### src/rtl/nv_cdc_toggle_tx_pkg.sv
// Shared constants for the source half of the toggle-handshake CDC.
// FSM encoding, default sizing and the handshake-completion test.
package nv_cdc_toggle_tx_pkg;

    localparam logic TX_IDLE = 1'b0;
    localparam logic TX_BUSY = 1'b1;

    localparam int NV_CDC_DEF_DW          = 32;
    localparam int NV_CDC_DEF_SYNC_STAGES = 3;

    // A transfer is complete once the synchronized ack level has caught up with req.
    function automatic logic ack_matches(input logic ack_s, input logic req);
        return ack_s == req;
    endfunction

endpackage

### src/rtl/nv_cdc_ack_sync.sv
// Clear-to-0 multi-flop synchronizer for the returning ack toggle.
// Pure flop chain: no logic between stages so each stage gets a full period to resolve.
module nv_cdc_ack_sync
    import nv_cdc_toggle_tx_pkg::*;
#(
    parameter int SYNC_STAGES = NV_CDC_DEF_SYNC_STAGES
) (
    input  logic clk,
    input  logic rst_n,
    input  logic d,
    output logic q
);

    logic [SYNC_STAGES-1:0] sync_p;

    always_ff @(posedge clk or negedge rst_n) begin
        if (!rst_n) begin
            sync_p <= '0;
        end else begin
            sync_p <= {sync_p[SYNC_STAGES-2:0], d};
        end
    end

    assign q = sync_p[SYNC_STAGES-1];

endmodule

### src/rtl/nv_cdc_toggle_tx.sv
// Source-side 2-phase toggle CDC launcher: captures a word, flips cdc_req, waits for the echoed ack.
// Optional sticky protocol checker (ack_err) enabled by defining NV_CDC_TOGGLE_TX_ACK_CHK_EN.
module nv_cdc_toggle_tx
    import nv_cdc_toggle_tx_pkg::*;
#(
    parameter int DW          = NV_CDC_DEF_DW,
    parameter int SYNC_STAGES = NV_CDC_DEF_SYNC_STAGES
) (
    input  logic          nvdla_core_clk,
    input  logic          nvdla_core_rstn,
    input  logic          src_valid,
    output logic          src_ready,
    input  logic [DW-1:0] src_data,
    output logic          cdc_req,
    output logic [DW-1:0] cdc_data,
    input  logic          cdc_ack,
    output logic          tx_busy
`ifdef NV_CDC_TOGGLE_TX_ACK_CHK_EN
    ,
    output logic          ack_err
`endif
);

    logic state;
    logic ack_s;

    nv_cdc_ack_sync #(
        .SYNC_STAGES (SYNC_STAGES)
    ) u_ack_sync (
        .clk   (nvdla_core_clk),
        .rst_n (nvdla_core_rstn),
        .d     (cdc_ack),
        .q     (ack_s)
    );

    // Data and req launch on the same edge and stay frozen until the ack returns.
    always_ff @(posedge nvdla_core_clk or negedge nvdla_core_rstn) begin
        if (!nvdla_core_rstn) begin
            state    <= TX_IDLE;
            cdc_req  <= 1'b0;
            cdc_data <= '0;
        end else if (state == TX_IDLE) begin
            if (src_valid) begin
                cdc_data <= src_data;
                cdc_req  <= ~cdc_req;
                state    <= TX_BUSY;
            end
        end else begin
            if (ack_matches(ack_s, cdc_req)) begin
                state <= TX_IDLE;
            end
        end
    end

    assign src_ready = (state == TX_IDLE);
    assign tx_busy   = (state == TX_BUSY);

`ifdef NV_CDC_TOGGLE_TX_ACK_CHK_EN
    logic ack_s_p1;
    logic ack_chg;

    assign ack_chg = (ack_s != ack_s_p1);

    // Any ack edge is illegal while idle; while busy it must land on the current req level.
    always_ff @(posedge nvdla_core_clk or negedge nvdla_core_rstn) begin
        if (!nvdla_core_rstn) begin
            ack_s_p1 <= 1'b0;
            ack_err  <= 1'b0;
        end else begin
            ack_s_p1 <= ack_s;
            if (ack_chg && ((state == TX_IDLE) || !ack_matches(ack_s, cdc_req))) begin
                ack_err <= 1'b1;
            end
        end
    end
`endif

endmodule

### config.mk
export PLATFORM = sky130hd
export DESIGN_NAME = nv_cdc_toggle_tx
export DESIGN_NICKNAME = d
export VERILOG_FILES = /design/src/rtl/nv_cdc_toggle_tx_pkg.sv /design/src/rtl/nv_cdc_ack_sync.sv /design/src/rtl/nv_cdc_toggle_tx.sv
export SDC_FILE = /design/constraint.sdc
export NUM_CORES = 1
export LEC_CHECK = 0
export CORE_AREA = 5 5 72 61
export DETAILED_ROUTE_END_ITERATION = 7
export DIE_AREA = 0 0 77 66
export GPL_ROUTABILITY_DRIVEN = 1
export GPL_TIMING_DRIVEN = 0
export PLACE_DENSITY = 0.82
export RECOVER_POWER = 100
export SYNTH_ARGS = -nofsm -noshare
export SYNTH_HDL_FRONTEND = slang
export SYNTH_SLANG_ARGS = --single-unit
### constraint.sdc
create_clock -name nvdla_core_clk -period 3.9 [get_ports nvdla_core_clk]
set_input_delay 0.78 -clock nvdla_core_clk [delete_from_list [all_inputs] [get_ports nvdla_core_clk]]
set_output_delay 0.78 -clock nvdla_core_clk [all_outputs]
set_load 0.05 [all_outputs]
==> summary.txt <==
Detailed routing
  • Met1 WL: 1220 um
  • DRT iter0 DRCs: 19
  • DR WL met3: roughly 380 um
  • Total length of routed wires: 3200 um
  • Highest Signal Layer: met4
  • Vias per inst: 4.57
  • Final ANT Viol Nets: 0
  • Via count: 913
  • DRC errors left: 0
  • Met2 Wirelength: 1530 um
  • DR WL/cell: 16.0 um
  • First-pass DRT Iterations: 2

Setup path
  • CP max stage delay: 0.86 ns
  • Crit-path leading delay family: buffers and inverters
  • Crit path arrival time: around 1.6 ns
  • Crit path capture type: primary output
  • Type of origin of the critical path: flip-flop
  • WP buf/inv: 2
  • Reg2reg start: tx_busy
  • Kind of critical path: reg2out
  • Cell chain of the critical path: inv_1 > dlygate4sd3_1
  • Reg2reg end: cdc_data[18]
  • Slowest stage cell, crit path: dlygate4sd3_1
  • CP max FO: 4
  • Critical Path RT: about 3.1 ns
  • Reg2Reg Setup Slack: about 2.1 ns
  • Path depth of the worst reg2reg path: 4

Timing
  • Setup Skew: around 0.0030 ns
  • Worst Tran Pin Value: slightly below 2 ns
  • Max-slew headroom at the worst pin: -28.7%
  • Post-layout minimum cycle time: ~2.4 ns
  • Max Clk Rate: between 400 and 500 MHz
  • RSZ-0062 raised after global routing: no
  • Final hold viol count: 0
  • Setup Viol. Count Final: 0
  • Final worst-path cycle share: 61.6%
  • Hold Slack: around 0.35 ns
  • Final WS setup: around 1.5 ns
  • Sum Neg Setup Slack: 0 ns
  • Max Slew Vio Count: 38

Clock tree
  • CTS tree: built
  • CTS root buffer: clkbuf_8
  • # resized after CTS: 0
  • Sink Count: 37
  • Total CTS buffers: 5
  • Clock transition at the registers of the reported paths: 0.07 ns
  • # Post-CTS Setup Buffers: 0
  • Clock Latency Late Sink: roughly 0.28 ns
  • H-tree depth: 2
  • Post-CTS Hold Buffers: 0
  • CTS max path bufs: 2

Die
  • Rows: 20
  • Die Area: 5080 um2
  • Starting Density: 40.8%
  • Width of the die: 77 um
  • Die Y: 66 um
  • I/O Pins: 71
  • Core area: 3630 um2

Placed design
  • Gpl congestion: between 0.7 and 0.8
  • Pre-CTS WS: 1.74 ns
  • Port bufs: 70
  • Hpwl dp: 2470 um

Final layout
  • Combined area of the multi-input logic cells: around 400 um2
  • Nets: roughly 190
  • Area Growth Syn to Fin: 49.4%
  • Number of fill cells: 290
  • Antenna cells: 0
  • Layout Utilization: between 60% and 70%
  • Fraction of layout cells with a size suffix above 1: 8.33%
  • Reg area: 926 um2

Logic synthesis
  • Synth warn: 0
  • Synth top area cells: dfrtp_1, mux2_4, mux2_2
  • Post-Syn Area: 1480 um2
  • #FFs+latches synth: 37
  • Synthesized instance count: 78
  • Net Count, Synth: 114
  • Top cell type's share of synthesized area: 62.6%
  • Synth area leader: dfrtp_1
  • Yosys cell types: 9
  • Syn Area/Cell: 19.0 um2
  • Sequential-to-total area share from yosys stat: 62.6%

Global route
  • Initial antenna violation count: 0
  • GRT Util Overall: 14.3%
  • First-pass GRT wire length: about 5300 um
  • Grt ovf: 0
  • Pin count of the biggest net entering global routing: 38
  • Vias in the first global route: 1055

Hold path
  • Hold Path Depth: 0
  • Worst min path class: reg2reg
  • Hold path endpoint: u_ack_sync.sync_p[1]
  • Hold path start: u_ack_sync.sync_p[0]

Run status
  • Status: finished, violations left
  • Failing checks: max-capacitance violations, max-slew violations

Flow run
  • Max-cap check violation count: 1
cell type report:
cell class	instances	share of cell area, %
sequential	37	41.9
timing repair buffer	70	31.4
multi-input combinational	36	18.1
clock buffer	7	3.91
tap	44	2.49
clock inverter	1	1.36
buffer	4	0.680
inverter	1	0.170
sequential cells by signal, summed over array words and instances, names as in the netlist:
signal and count:
cdc_req 1, tx_busy 1, cdc_data 32, u_ack_sync.sync_p 3
placed cells by master (no fill, tap or decap):
cell type        instances
nor2b_1                  1
clkdlybuf4s50_1         32
mux2_4                   2
dlygate4sd3_1           37
clkbuf_1                 6
inv_1                    1
clkbuf_8                 6
xor2_1                   2
mux2_1                  26
mux2_2                   4
bufinv_16                1
a21o_1                   1
dfrtp_1                 37
per-layer routing:
layer	GRT usage, %	vias up
li1	-	417
met1	15.8	442
met2	21.6	47
met3	7.90	7
met4	8.37	0
met5	0	-
Yosys cell counts:
cell type / number
mux2_4: 28
buf_6: 2
nor2b_1: 1
xor2_1: 2
inv_1: 1
a21o_1: 1
dfrtp_1: 37
buf_8: 2
mux2_2: 4
metrics by stage:
step,std cells,cell area (um2)
floorplan,78,1480
global placement,192,2230
detailed placement,192,2230
CTS,200,2350
global route,200,2210
finish,200,2210
cells by family after synthesis:
| family | Yosys count | synth area share [%] |
|---|---|---|
| simple gates | 1 | 0.423 |
| xor+xnor | 2 | 1.18 |
| flops | 37 | 62.6 |
| compound gates | 1 | 0.508 |
| mux | 32 | 31.5 |
| buf+inv | 5 | 3.81 |
worst max path at each step:
stage,endpoint,depth (start not counted),start
2_1_floorplan,src_ready,1,tx_busy
3_3_place_gp,cdc_data[10],1,nvdla_core_rstn
3_5_place_dp,cdc_data[21],5,src_valid
4_1_cts,src_ready,2,tx_busy
5_1_grt,cdc_data[22],1,nvdla_core_rstn
6_report,src_ready,2,tx_busy
Power is left out: the tool's default activity adds up to more than one toggle a clock period on the data nets, which glitch-free logic cannot reach.
